### src/rtl/msg_txn_ctrl.sv
// Host-side transaction controller: word-level send/receive requests become a byte-serial
// token / data / handshake exchange with one addressed device, with NAK retry and rx timeout.
module msg_txn_ctrl #(
  parameter int unsigned DATA_W      = 64,
  parameter int unsigned ADDR_W      = 7,
  parameter int unsigned TIMEOUT_CYC = 32,
  parameter int unsigned MAX_RETRY   = 3
) (
  input  logic              clk,
  input  logic              rst_L,
  input  logic              req_valid,
  output logic              req_ready,
  input  logic              req_write,
  input  logic [ADDR_W-1:0] req_addr,
  input  logic [DATA_W-1:0] req_data,
  output logic              rsp_valid,
  output logic [DATA_W-1:0] rsp_data,
  output logic              rsp_timeout,
  output logic              tx_valid,
  input  logic              tx_ready,
  output logic [7:0]        tx_byte,
  input  logic              rx_valid,
  input  logic [7:0]        rx_byte
);

  localparam int unsigned NBytes   = DATA_W / 8;
  localparam int unsigned ByteCntW = $clog2(NBytes + 1);
  localparam int unsigned IdleCntW = $clog2(TIMEOUT_CYC + 1);
  localparam int unsigned AttemptW = $clog2(MAX_RETRY + 1) + 1;

  localparam logic [7:0] Ack = 8'hD2;
  localparam logic [7:0] Nak = 8'h5A;

  typedef enum logic [2:0] {
    StIdle,
    StToken,
    StTxData,
    StWaitHs,
    StRxData,
    StSendAck,
    StRetry,
    StDone
  } state_e;

  state_e              state_q;
  logic                wr_q;
  logic [ADDR_W-1:0]   addr_q;
  logic [DATA_W-1:0]   data_q;
  logic [DATA_W-1:0]   rx_q;
  logic [ByteCntW-1:0] byte_cnt_q;
  logic [IdleCntW-1:0] idle_cnt_q;
  logic [AttemptW-1:0] attempt_q;
  logic                tx_valid_q;
  logic [7:0]          tx_byte_q;
  logic                rsp_valid_q;
  logic [DATA_W-1:0]   rsp_data_q;
  logic                rsp_timeout_q;

  logic                tx_fire;
  logic                idle_expired;
  logic                last_byte;
  logic [ByteCntW-1:0] next_idx;
  logic [DATA_W-1:0]   rx_ext;
  logic [DATA_W-1:0]   rx_shift;

  assign tx_fire      = tx_valid_q & tx_ready;
  assign idle_expired = (idle_cnt_q == IdleCntW'(TIMEOUT_CYC - 1));
  assign last_byte    = (byte_cnt_q == ByteCntW'(NBytes - 1));
  assign next_idx     = byte_cnt_q + ByteCntW'(1);
  assign rx_ext       = DATA_W'(rx_byte);
  // Bytes arrive LSB first: shift in from the top so the first byte ends at bit 0.
  assign rx_shift     = (rx_q >> 8) | (rx_ext << (DATA_W - 8));

  always_ff @(posedge clk or negedge rst_L) begin
    if (!rst_L) begin
      state_q       <= StIdle;
      wr_q          <= 1'b0;
      addr_q        <= '0;
      data_q        <= '0;
      rx_q          <= '0;
      byte_cnt_q    <= '0;
      idle_cnt_q    <= '0;
      attempt_q     <= '0;
      tx_valid_q    <= 1'b0;
      tx_byte_q     <= '0;
      rsp_valid_q   <= 1'b0;
      rsp_data_q    <= '0;
      rsp_timeout_q <= 1'b0;
    end else begin
      unique case (state_q)
        StIdle: begin
          if (req_valid) begin
            wr_q       <= req_write;
            addr_q     <= req_addr;
            data_q     <= req_data;
            attempt_q  <= '0;
            tx_valid_q <= 1'b1;
            tx_byte_q  <= {req_write, 7'(req_addr)};
            state_q    <= StToken;
          end
        end
        StToken: begin
          if (tx_fire) begin
            byte_cnt_q <= '0;
            idle_cnt_q <= '0;
            rx_q       <= '0;
            if (wr_q) begin
              tx_byte_q <= data_q[7:0];
              state_q   <= StTxData;
            end else begin
              tx_valid_q <= 1'b0;
              tx_byte_q  <= '0;
              state_q    <= StRxData;
            end
          end
        end
        StTxData: begin
          if (tx_fire) begin
            if (last_byte) begin
              tx_valid_q <= 1'b0;
              tx_byte_q  <= '0;
              idle_cnt_q <= '0;
              state_q    <= StWaitHs;
            end else begin
              byte_cnt_q <= next_idx;
              tx_byte_q  <= data_q[{next_idx, 3'b000} +: 8];
            end
          end
        end
        StWaitHs: begin
          // A byte arriving on the expiry cycle still counts as the handshake.
          if (rx_valid) begin
            idle_cnt_q <= '0;
            if (rx_byte == Ack) begin
              rsp_valid_q   <= 1'b1;
              rsp_timeout_q <= 1'b0;
              rsp_data_q    <= '0;
              state_q       <= StDone;
            end else begin
              state_q <= StRetry;
            end
          end else if (idle_expired) begin
            state_q <= StRetry;
          end else begin
            idle_cnt_q <= idle_cnt_q + IdleCntW'(1);
          end
        end
        StRxData: begin
          if (rx_valid) begin
            idle_cnt_q <= '0;
            rx_q       <= rx_shift;
            if (last_byte) begin
              tx_valid_q <= 1'b1;
              tx_byte_q  <= Ack;
              state_q    <= StSendAck;
            end else begin
              byte_cnt_q <= next_idx;
            end
          end else if (idle_expired) begin
            state_q <= StRetry;
          end else begin
            idle_cnt_q <= idle_cnt_q + IdleCntW'(1);
          end
        end
        StSendAck: begin
          if (tx_fire) begin
            tx_valid_q    <= 1'b0;
            tx_byte_q     <= '0;
            rsp_valid_q   <= 1'b1;
            rsp_timeout_q <= 1'b0;
            rsp_data_q    <= rx_q;
            state_q       <= StDone;
          end
        end
        StRetry: begin
          rx_q <= '0;
          if (attempt_q < AttemptW'(MAX_RETRY)) begin
            attempt_q  <= attempt_q + AttemptW'(1);
            tx_valid_q <= 1'b1;
            tx_byte_q  <= {wr_q, 7'(addr_q)};
            state_q    <= StToken;
          end else begin
            rsp_valid_q   <= 1'b1;
            rsp_timeout_q <= 1'b1;
            rsp_data_q    <= '0;
            state_q       <= StDone;
          end
        end
        StDone: begin
          rsp_valid_q   <= 1'b0;
          rsp_timeout_q <= 1'b0;
          state_q       <= StIdle;
        end
        default: state_q <= StIdle;
      endcase
    end
  end

  assign req_ready   = (state_q == StIdle);
  assign rsp_valid   = rsp_valid_q;
  assign rsp_data    = rsp_data_q;
  assign rsp_timeout = rsp_timeout_q;
  assign tx_valid    = tx_valid_q;
  assign tx_byte     = tx_byte_q;

endmodule

### config.mk
export PLATFORM = sky130hd
export DESIGN_NAME = msg_txn_ctrl
export DESIGN_NICKNAME = d
export VERILOG_FILES = /design/src/rtl/msg_txn_ctrl.sv
export SDC_FILE = /design/constraint.sdc
export NUM_CORES = 1
export LEC_CHECK = 0
export ABC_AREA = 1
export CORE_UTILIZATION = 30
export DETAILED_ROUTE_END_ITERATION = 10
export GPL_ROUTABILITY_DRIVEN = 0
export MAX_ROUTING_LAYER = met4
export PLACE_DENSITY_LB_ADDON = 0.15
export SLEW_MARGIN = 0
export SYNTH_ARGS = -nofsm -noshare
export SYNTH_HDL_FRONTEND = slang
export SYNTH_SLANG_ARGS = --single-unit
export TNS_END_PERCENT = 5
### constraint.sdc
create_clock -name clk -period 4.3 [get_ports clk]
set_input_delay 0.645 -clock clk [delete_from_list [all_inputs] [get_ports clk]]
set_output_delay 0.645 -clock clk [all_outputs]
set_load 0.01 [all_outputs]
==> run summary, run 1 <==
## Outcome
* complete, no violations — status

## Die
* 0.0350 mm^2 — Die Area
* 187 um — DIE HEIGHT
* 161 — Top-Level Pins
* 187 um — width of the die
* 67 — row count
* 0.0336 mm^2 — core area
* 30.6% — initial core utilization

## Critical path
* state_q[0]$_DFFE_PN0P_ — Worst Setup SP
* 7 — R2R cell count
* state_q[0]$_DFFE_PN0P_ — Reg-to-Reg Start
* 2220 ps — data arrival time of the critical path
* 1660 ps — R2R Setup Slk
* primary output — capturing element type of the critical path
* 3650 ps — data required time at the worst endpoint
* 11 — critical-path maximum fanout
* reg -> out — Setup Crit Path Kind
* rsp_data[63]$_DFFE_PN0P_ — reg2reg end
* flop — startpoint type of the worst setup path
* req_ready — Setup crit end

## Clock tree
* 227 — TritonCTS sink count
* 0 — hold-fix buffers at CTS
* 27 — TritonCTS Buffers
* 530 ps — Worst-Skew Late Latency
* clkbuf_16 — root cell of the clock tree
* done — TritonCTS clock tree
* 1 — H-tree levels
* 3 — maximum clock path buffer count
* 60 ps — Clock transition at path regs
* 0 — post-CTS resize count
* 0 — # Post-CTS Setup Buffers

## Logic synthesis
* 1377 — net count of the mapped netlist
* 0 — number of flops mapped to enable cells by yosys
* 7.98 um^2 — average cell area after synthesis
* 0 — Ys Warns
* 100% — async set-reset flop share out of synthesis
* 227 — Synth Register Bits
* dfrtp_1 — largest area contributor in the netlist
* 55.2% — area share of the largest cell type after synthesis
* 0.0103 mm^2 — cell area after synthesis
* 1289 — instance count of the mapped netlist
* dfrtp_1 — Most used DFF post-synth
* 55.2% — sequential element share of the synthesized area
* dfrtp_1, nand2_1, nand3_1 — top post-synthesis cells by area
* 29 — Yosys cell types

## Global route
* 46.4 mm — first-pass GRT wire length
* 0 — GR Overflow Total
* 130 — maximum number of pins on one net before global-route repair
* 16.7% — gr usage total
* 8699 — via count of the first global-routing pass
* 0 — antenna violations before repair

## Finish
* 3506 — final-layout fill cell count
* 0.00387 mm^2 — Multi-input gate area
* 4.47% — fraction of final layout cells sized beyond drive strength 1
* 26.3% — Synth-to-Final Area Change
* 0 — diodes inserted
* 1508 — total number of nets in the final design
* 0.00568 mm^2 — sequential cell area
* 1880 — count of placed standard cells in the final layout, fillers left out
* 38.7% — final core utilization

## Power
* 6.17 nW — Pleak
* 0.000365 V — maximum vdd ir drop
* 7.97 mW — final total power
* 613 mW/mm^2 — power per cell area

## STA
* no — unrepaired setup endpoints after global routing
* 0 ps — sum of negative setup slack
* 0 — number of endpoints with negative hold slack in the final report
* 0 — max-slew violations
* 32.9% — max-slew headroom at the worst pin
* 0 — setup violators final
* 11.6 ps — clock skew
* 2860 ps — final worst path period need
* 349 MHz — Achievable Freq
* 1010 ps — slew at the pin closest to its max-slew limit
* 66.6% — part of the cycle the worst path needs

## Detailed routing
* 0 — # DRC
* 4.61 — vias per inst
* 8676 — overall via count from detail_route
* 5 — first-pass detailed-route iteration total
* 0 — antenna-violating nets left
* 27.9 mm — WL final
* 519 — drt first-iter violations
* 14.8 um — Routed wire per std cell

## Flow run
* 0 — Max Cap Viol

## Hold path
* in -> async — Hold Path Class

## Place
* 1839 — total instance count after detailed placement
* 18.4 mm — DPL Wire Length
* 160 — # port buffers

[layout make-up]
| cell class | count | share of cell area, % |
|---|---|---|
| sequential | 227 | 43.7 |
| multi-input combinational | 889 | 29.8 |
| timing repair buffer | 173 | 13.4 |
| clock buffer | 36 | 5.61 |
| tap | 448 | 4.31 |
| inverter | 102 | 2.94 |
| clock inverter | 5 | 0.250 |
[through the flow]
step | worst slack (ps) | hold WS [ps] | cell area [um^2]
floorplan | 2560 | 349 | 10300
global placement | 1530 | 461 | 12200
detailed placement | 1480 | 465 | 12200
CTS | 1440 | 290 | 13000
global route | 1370 | 328 | 13000
finish | 1440 | 239 | 13000
[cell usage after synthesis, types with 2 or more instances]
cell        n
buf_4       9
o21ai_0   132
clkbuf_1   25
nor2_2      4
nand3_1   150
inv_1      99
buf_2      32
xnor2_1     2
ha_1        3
nand2_1   504
dfrtp_1   227
o21ai_1    17
nand3_2     2
nor2_1     50
buf_6       5
nand4_1     5
o22ai_1     4
inv_2       3
a21oi_1     4
nand2_2     3
[worst min-delay path by stage]
stage	endpoint	slack, ps	depth (start not counted)
3_3_place_gp	addr_q[6]$_DFFE_PN0P_	460	2
5_1_grt	rsp_data[14]$_DFFE_PN0P_	330	1
6_report	rsp_data[14]$_DFFE_PN0P_	240	1
4_1_cts	rsp_data[14]$_DFFE_PN0P_	290	1
2_1_floorplan	addr_q[0]$_DFFE_PN0P_	350	0
3_5_place_dp	addr_q[4]$_DFFE_PN0P_	470	2
[cells by family after synthesis]
group | after synthesis | synth area share [%]
and+or+nand+nor | 721 | 28.7
xor gates and xnor gates | 3 | 0.255
adders and majority gates | 3 | 0.365
AOI/OAI and AO/OA | 162 | 8.12
buffers and inverters | 173 | 7.39
DFF | 227 | 55.2
[registers in the layout (all words and copies together) (netlist names)]
register / cells
attempt_q: 3
rsp_valid: 1
state_q: 3
idle_cnt_q: 6
tx_byte: 8
byte_cnt_q: 4
rsp_timeout: 1
data_q: 64
rsp_data: 64
addr_q: 7
rx_q: 64
wr_q: 1
tx_valid: 1
[worst max-delay path, stage by stage, from the launching register on]
cell	delay, ps
dfrtp_1	650
inv_1	230
nand2_1	210
inv_1	100
clkdlybuf4s50_1	490
[layer usage]
metal / GRT usage [%] / vias to the layer above / wire [um]
met2: 25.6 / 184 / 12600
met5: - / - / 0
li1: - / 4349 / -
met1: 23.0 / 4093 / 13400
met3: 2.18 / 50 / 1050
met4: 5.36 / 0 / 813
[placed cells by master (no fill, tap or decap), types with 10 or more instances in the layout]
cell,synthesis,final
buf_4,9,10
clkbuf_16,0,27
clkdlybuf4s50_1,0,159
dfrtp_1,227,227
inv_1,99,99
nand2_1,504,504
nand3_1,150,150
nor2_1,50,49
o21ai_0,132,132
o21ai_1,17,17
[where the power goes]
group	leakage [nW]	switching, mW	internal, mW
Sequential	3.03	0.242	2.61
Combinational	2.77	2.17	0.912
Clock	0.376	0.864	1.17
Total	6.17	3.27	4.69
No activity file was read; power rests on OpenSTA's default activity.
==> inputs of run 2 (changes only) <==
==> constraint.sdc (replaced) <==
create_clock -name clk -period 2.9 [get_ports clk]
set_input_delay 0.435 -clock clk [delete_from_list [all_inputs] [get_ports clk]]
set_output_delay 0.435 -clock clk [all_outputs]
set_load 0.01 [all_outputs]
==> run 2 against run 1 <==
  * Total power up 52%
  * Design area rose by 1.3%
  * Non-clock buffer count rose by 6
  * Flip-flop and latch count unchanged
  * Global-route usage fell by 0.16 points
  * Critical path type unchanged
  * Critical path depth did not move
  * Worst setup slack got worse by 1100 ps
  * Sequential power rose by 48%
  * Worst hold slack improved by 110 ps
  * Clock-buffer cell count up 2
==> run summary, run 2 (same netlist as run 1, synthesis figures left out) <==
## Clock tree
* 227 — TritonCTS sink count, unchanged
* 0 — # Post-CTS Setup Buffers, unchanged
* 27 — TritonCTS Buffers, unchanged
* 3 — maximum clock path buffer count, unchanged
* clkbuf_16 — root cell of the clock tree, unchanged
* 1 — H-tree levels, unchanged
* 1 — hold-fix buffers at CTS, was 0
* 540 ps — Worst-Skew Late Latency, was 530 ps
* 60 ps — Clock transition at path regs, about the same
* done — TritonCTS clock tree, unchanged
* 0 — post-CTS resize count, unchanged

## Finish
* 1890 — count of placed standard cells in the final layout, fillers left out, was 1880
* 5.27% — fraction of final layout cells sized beyond drive strength 1, was 4.47%
* nand2_1 — most common cell after layout, fill and taps aside, unchanged
* 39.2% — final core utilization, was 38.7%
* 28.0% — Synth-to-Final Area Change, was 26.3%
* 0 — diodes inserted, unchanged
* 1514 — total number of nets in the final design, was 1508
* 3484 — final-layout fill cell count, was 3506
* nand2_1, dfrtp_1, clkdlybuf4s50_1 — commonest cells after routing, fill and taps aside, unchanged

## Critical path
* 2470 ps — data required time at the worst endpoint, was 3650 ps
* state_q[0]$_DFFE_PN0P_ — Worst Setup SP, unchanged
* 2140 ps — data arrival time of the critical path, was 2220 ps
* flop — startpoint type of the worst setup path, unchanged
* reg -> out — Setup Crit Path Kind, unchanged
* primary output — capturing element type of the critical path, unchanged
* 11 — critical-path maximum fanout, unchanged
* state_q[0]$_DFFE_PN0P_ — Reg-to-Reg Start, unchanged

## Detailed routing
* 4.57 — vias per inst, was 4.61
* 0 — # DRC, unchanged
* 14.5 um — Routed wire per std cell, was 14.8 um
* 8646 — overall via count from detail_route, was 8676
* 27.5 mm — WL final, was 27.9 mm
* met4 — top metal layer carrying routed signals, unchanged
* 6 — first-pass detailed-route iteration total, was 5
* 12.6 mm — DR WL met2, about the same
* 13.2 mm — Post-Route M1 WL, was 13.4 mm
* 0 — antenna-violating nets left, unchanged
* 543 — drt first-iter violations, was 519
* 1.02 mm — detailed route wirelength on metal3, was 1.05 mm

## Power
* 918 mW/mm^2 — power per cell area, was 613 mW/mm^2
* 0.000537 V — maximum vdd ir drop, was 0.000365 V
* 6.26 nW — Pleak, was 6.17 nW

## Flow run
* 0 — Max Cap Viol, unchanged

## STA
* 388 MHz — Achievable Freq
* 0 — setup violators final, unchanged
* 0 ps — sum of negative setup slack, unchanged
* 321 ps — final worst-path setup slack, was 1440 ps
* 2580 ps — final worst path period need
* 88.9% — part of the cycle the worst path needs
* 0 — max-slew violations, unchanged
* 12.3 ps — clock skew, was 11.6 ps
* 0 — number of endpoints with negative hold slack in the final report, unchanged
* no — unrepaired setup endpoints after global routing, unchanged
* 26.3% — max-slew headroom at the worst pin, was 32.9%
* 1100 ps — slew at the pin closest to its max-slew limit, was 1010 ps

## Global route
* 0 — GR Overflow Total, unchanged
* 0 — antenna violations before repair, unchanged
* 8648 — via count of the first global-routing pass, was 8699
* 127 — maximum number of pins on one net before global-route repair, was 130
* 16.6% — gr usage total, was 16.7%
* 46.2 mm — first-pass GRT wire length, was 46.4 mm

## Die
* 0.0336 mm^2 — core area, unchanged
* 187 um — DIE HEIGHT, unchanged
* 0.0350 mm^2 — Die Area, unchanged
* 30.6% — initial core utilization, unchanged
* 161 — Top-Level Pins, unchanged
* 67 — row count, unchanged
* 187 um — width of the die, unchanged

## Place
* 18.7 mm — DPL Wire Length, was 18.4 mm
* 1844 — total instance count after detailed placement, was 1839
* 201 ps — worst slack at placement, was 1480 ps
* 160 — # port buffers, unchanged

## Hold path
* in -> async — Hold Path Class, unchanged

## Outcome
* complete, no violations — status, unchanged

[run 2: layout make-up]
type                            count  area (um^2)  area share (%)
Tap cell                          448          561            4.25
Multi-Input combinational cell    889         3870            29.4
Clock inverter                      7         75.1           0.570
Inverter                          102          383            2.91
Clock buffer                       38          787            5.97
Sequential cell                   227         5680            43.1
Timing Repair Buffer              179         1810            13.8
[run 2: where the power goes]
group          switching (mW)  internal, mW
clock                    1.32          1.97
combinational            3.18          1.40
sequential              0.356          3.87
[run 2: worst paths after layout]
| check | end | slack [ps] | cells after the start |
|---|---|---|---|
| min | rsp_data[14]$_DFFE_PN0P_ | 350 | 2 |
| max | req_ready | 320 | 4 |
| max reg2reg | rx_q[41]$_DFFE_PN0P_ | 460 | 6 |
| min reg2reg | rsp_timeout$_DFFE_PN0P_ | 470 | 2 |
| max in group asynchronous | data_q[62]$_DFFE_PN0P_ | 1800 | 3 |
| min in group clk | data_q[13]$_DFFE_PN0P_ | 460 | 3 |
[run 2: layer usage]
layer | up-vias | track usage (%)
li1 | 4360 | -
met2 | 199 | 25.4
met3 | 42 | 2.18
met5 | - | -
met4 | 0 | 4.07
met1 | 4045 | 23.1
[run 2: critical path, cell delays in order, from the launching register on]
cell,delay [ps]
dfrtp_1,620
inv_1,210
nand2_1,210
inv_1,80
clkdlybuf4s50_1,490
[run 2: stage by stage]
| step | cell area [um^2] | power, mW | hold slack, ps |
|---|---|---|---|
| 6_report | 13200 | 12.1 | 346 |
| 5_1_grt | 13200 | 13.1 | 358 |
| 4_1_cts | 13200 | 12.3 | 351 |
| 3_5_place_dp | 12300 | 8.89 | 309 |
| 3_3_place_gp | 12300 | 8.88 | 309 |
| 2_1_floorplan | 10300 | 7.61 | 139 |
==> inputs of run 3 (changes only) <==
--- a/config.mk
+++ b/config.mk
@@ -8,11 +8,9 @@
 export ABC_AREA = 1
 export CORE_UTILIZATION = 30
 export DETAILED_ROUTE_END_ITERATION = 10
-export GPL_ROUTABILITY_DRIVEN = 0
 export MAX_ROUTING_LAYER = met4
 export PLACE_DENSITY_LB_ADDON = 0.15
 export SLEW_MARGIN = 0
 export SYNTH_ARGS = -nofsm -noshare
 export SYNTH_HDL_FRONTEND = slang
 export SYNTH_SLANG_ARGS = --single-unit
-export TNS_END_PERCENT = 5
==> results of run 3 <==
No change in the layout: final DEF, timing and power equal those of run 2.
==> RTL edit 1: new RTL, settings of run 3 <==
The 8 states of `state_e` get a Gray code encoding in 3 bits.
--- a/src/rtl/msg_txn_ctrl.sv
+++ b/src/rtl/msg_txn_ctrl.sv
@@ -33,12 +33,12 @@
 
   typedef enum logic [2:0] {
-    StIdle,
-    StToken,
-    StTxData,
-    StWaitHs,
-    StRxData,
-    StSendAck,
-    StRetry,
-    StDone
+    StIdle    = 3'b000,
+    StToken   = 3'b001,
+    StTxData  = 3'b011,
+    StWaitHs  = 3'b010,
+    StRxData  = 3'b110,
+    StSendAck = 3'b111,
+    StRetry   = 3'b101,
+    StDone    = 3'b100
   } state_e;
 
Behaviour: same outputs for any inputs over 4 cycles, from zero or initial values and one cycle with rst_L low; so few cycles prove little.
==> RTL edit 1 against run 3 <==
Power decreased by 1.1%; register-to-register slack about the same; non-clock buffer count decreased by 4; sequential cell count unchanged; routed wire length increased by 6.7%; clock skew decreased by 0.0020 ns; sequential share of layout area decreased by 0.22 points; area after synthesis increased by 2.6%; design area increased by 0.54%; setup slack got worse by 0.081 ns; core utilization decreased by 0.85 points; critical endpoint unchanged.
==> RTL edit 1: results (changes against run 3) <==
CP Data Arrival Time: 2.22 ns (+0.08 ns)
WL per Instance: 15.5 um (+6.8%)
Mapped Nets: 1,384 (+0.51%)
worst slew pin tran: 0.820 ns (-0.284 ns)
placed cell areas: 12,400 um2 (+0.95%)
DP Wirelength: 19,200 um (+2.8%)
final non-filler cell total: 1,888 (-0.11%)
distinct cell type count after synthesis: 31 (+6.9%)
share of layout cells above drive strength 1: 0.0565 (+0.00382)
largest net degree at the start of global routing: 130 (+2.4%)
CP Max Fanout: 12 (+1)
drt first pass iters: 4 (-2)
Leak: 6.23 nW (-0.56%)
GRT Util Overall: 0.170 (+0.00387)
RD Place Congestion: 0.796 (-7.9%)
H-tree Lvls: 1 (unchanged)
syn_area_per_cell: 8.15 um2 (+2.0%)
final hold slack: 0.425 ns (+0.0786 ns)
outcome: completed
most frequent cells after synthesis: 416 x nand2_1, 227 x dfrtp_1, 193 x nand3_1, 114 x o21ai_0, 88 x o21ai_1
Via Count: 8,895 (+2.9%)
synth top area cells: dfrtp_1 54%, nand2_1 15%, nand3_1 9.2%
fill count: 3,647 (+4.7%)
# nets final: 1,503 (-0.73%)
VDD IR max: 0.000821 V (+53%)
Seq/Total Area, Yosys: 0.538 (-0.0139)
first-pass GRT wire length: 47,800 um (+3.5%)
vias in the first global route: 8,758 (+1.3%)
Detailed Route Iter0 Violations: 636 (+17%)
clk_skew: 0.0103 ns (-0.00203 ns)
Cell Count Post-Placement: 1,840 (-0.22%)
period utilization: 0.917 (+0.0279)
RTL edit 1: what timing repair did:
item	4_1_cts	5_1_grt
resized for setup	0	0
setup buffers	0	0
hold buffers	1	0
hold endpoints to repair	57	0
RTL edit 1: path summary, 6_finish.rpt:
check	from	end	depth (start not counted)
setup / recovery	state_q[0]	req_ready	4
hold / removal	rst_L	data_q[34]	2
setup reg to reg	state_q[0]	rsp_data[30]	8
hold reg to reg	data_q[14]	data_q[14]	2
max in group asynchronous	rst_L	data_q[11]	3
min in group clk	req_data[46]	data_q[46]	3
RTL edit 1: layer usage:
layer	track usage	vias up	wire [um]
met5	-	-	0
met4	0.0354	0	452
met3	0.0194	35	1100
met2	0.266	183	13400
met1	0.236	4219	14300
li1	-	4458	-
RTL edit 1: power by group:
group / switching [mW] / total [mW] / internal, mW
Combinational: 3.33 / 4.67 / 1.33
Sequential: 0.356 / 4.16 / 3.80
Clock: 1.30 / 3.13 / 1.84
Total: 4.99 / 12.0 / 6.97
RTL edit 1: cell families (layout without fill, tap and decap cells):
family | Yosys count | after routing | share of synthesized area
fa+ha+maj | 3 | 3 | 0.00356
buf+inv | 163 | 300 | 0.0766
flops | 227 | 227 | 0.538
xor+xnor | 2 | 2 | 0.00166
compound gates | 216 | 216 | 0.103
simple gates | 685 | 685 | 0.277
RTL edit 1: layout make-up:
class                           count  area (um2)  share of cell area
Timing Repair Buffer              175        1800               0.136
Clock inverter                      6        38.8             0.00293
Clock buffer                       41         778              0.0588
Sequential cell                   227        5680               0.429
Multi-Input combinational cell    906        4090               0.308
Inverter                           78         295              0.0223
Tap cell                          455         569              0.0430
RTL edit 1: worst max-delay path, delay by kind of cell, from the launching register on:
kind,cells,cell delay (ns)
buffers and inverters,2,0.62
DFF,1,0.62
and+or+nand+nor,2,0.45
==> RTL edit 2: new RTL, settings of run 3 <==
Made on the original files. Set the parameter `MAX_RETRY` to 6 (it was 3).
--- a/src/rtl/msg_txn_ctrl.sv
+++ b/src/rtl/msg_txn_ctrl.sv
@@ -5,5 +5,5 @@
   parameter int unsigned ADDR_W      = 7,
   parameter int unsigned TIMEOUT_CYC = 32,
-  parameter int unsigned MAX_RETRY   = 3
+  parameter int unsigned MAX_RETRY   = 6
 ) (
   input  logic              clk,
Formal check against the unedited RTL: no difference found for any inputs over 4 cycles, from zero or initial values and one cycle with rst_L low; that may be too few to reach the edited logic, so the function may still have changed.
==> RTL edit 2 against run 3 <==
Sequential cell count grew 1; setup slack gained 0.040 ns; critical path depth is the same; largest cell class unchanged; clock skew grew 0.0094 ns; design area grew 1.8%; area after synthesis grew 1.3%; maximum frequency grew 1.6%; critical path type unchanged; count of clock-buffer cells in the layout grew 1; power shrank 0.64%; routed wire length grew 5.1%; clock power grew 6%.
==> RTL edit 2: results (changes against run 3) <==
slowest CP cell: clkdlybuf4s50_1
M2 GR Usage: 0.259 (+0.00522)
multi-input combinational cell area: 3950 um2 (+1.9%)
Routed met3 length: 1100 um (+7.7%)
DP Wirelength: 19,500 um (+4.4%)
placed cell areas: 12,500 um2 (+1.5%)
GRT Util Overall: 0.169 (+0.00372)
WL met1: 13,900 um (+5.5%)
WL final: 28,900 um (+5.1%)
share of layout cells above drive strength 1: 0.0572 (+0.00454)
Via Count: 8,834 (+2.2%)
synth top area cells: dfrtp_1 55%, nand2_1 16%, o21ai_0 7.4%
met1 usage: 0.237 (+0.00512)
CP Data Arrival Time: 2.10 ns (-0.04 ns)
# nets final: 1,521 (+0.46%)
Syn Inst Count: 1,297 (+0.62%)
fill count: 3,538 (+1.5%)
Compound-Gate Fraction of Synth Area: 0.109 (+0.0280)
Seq/total area: 0.426 (-0.00566)
CP startpoint: state_q[2]
slowest stage delay, CP: 0.58 ns (-0.04 ns)
distinct cell type count after synthesis: 30 (+3.4%)
dpl ws: 0.447 ns (+0.246 ns)
clk tree area frac: 0.0683 (+0.00287)
NonClk Buf Share: 0.141 (+0.00376)
Seq/Total Area, Yosys: 0.547 (-0.00482)
Leading cell kind: flip-flops and latches
first-pass GRT wire length: 47,600 um (+3.0%)
Detailed Route Iter0 Violations: 523 (-3.7%)
Synth Register Bits: 228 (+0.44%)
Synth Area in XOR/XNOR: 0.00168 (-0.000873)
multi-input combinational area share: 0.294 (about the same)
VDD IR max: 0.000582 V (+8.3%)
multiplexer share of the synthesized area: 0.00108 (+0.00108)
GR met3 Demand/Resource: 0.0224 (+0.000587)
WL per Instance: 15.2 um (+4.7%)
Port Buffers: 160 (unchanged)
Leak: 6.29 nW (+0.45%)
RD Place Congestion: 0.854 (-1.2%)
adder-cell area share of the yosys netlist: 0.00360 (-0.0000477)
clk_skew: 0.0217 ns (+0.00936 ns)
largest net degree at the start of global routing: 93 (-27%)
Routed met2 length: 13,200 um (+4.5%)
Max-slew headroom: 0.420 (+0.157)
count of plain and timing-repair buffers: 185 (+3.4%)
Mapped Nets: 1,385 (+0.58%)
drt first pass iters: 5 (-1)
Yosys top cell by area: dfrtp_1
clock buf count: 39 (+2.6%)
post-layout util: 0.396 (+0.00400)
Cell Count Post-Placement: 1,851 (+0.38%)
vias in the first global route: 8,898 (+2.9%)
outcome: completed
-- RTL edit 2: report_power, final --
part | total [mW] | switching, mW | internal, mW
sequential | 4.17 | 0.313 | 3.86
clock | 3.48 | 1.34 | 2.15
combinational | 4.36 | 3.03 | 1.33
total | 12.0 | 4.68 | 7.33
-- RTL edit 2: worst reg2reg max path: cells and delay by family, from the launching register on --
| kind | cells | cell delay (ns) |
|---|---|---|
| DFF | 1 | 0.49 |
| and+or+nand+nor | 5 | 0.79 |
| AOI/OAI and AO/OA | 1 | 0.11 |
| buffers and inverters | 2 | 0.83 |
-- RTL edit 2: final timing paths --
check / endpoint / slack [ns] / cells after the start
max in group asynchronous: data_q[28] / 1.59 / 3
worst max-delay path: req_ready / 0.36 / 4
worst max register to register: rsp_data[19] / 0.59 / 8
worst min-delay path: rsp_data[14] / 0.46 / 2
worst min register to register: rsp_timeout / 0.47 / 2
min in group clk: data_q[42] / 0.46 / 3
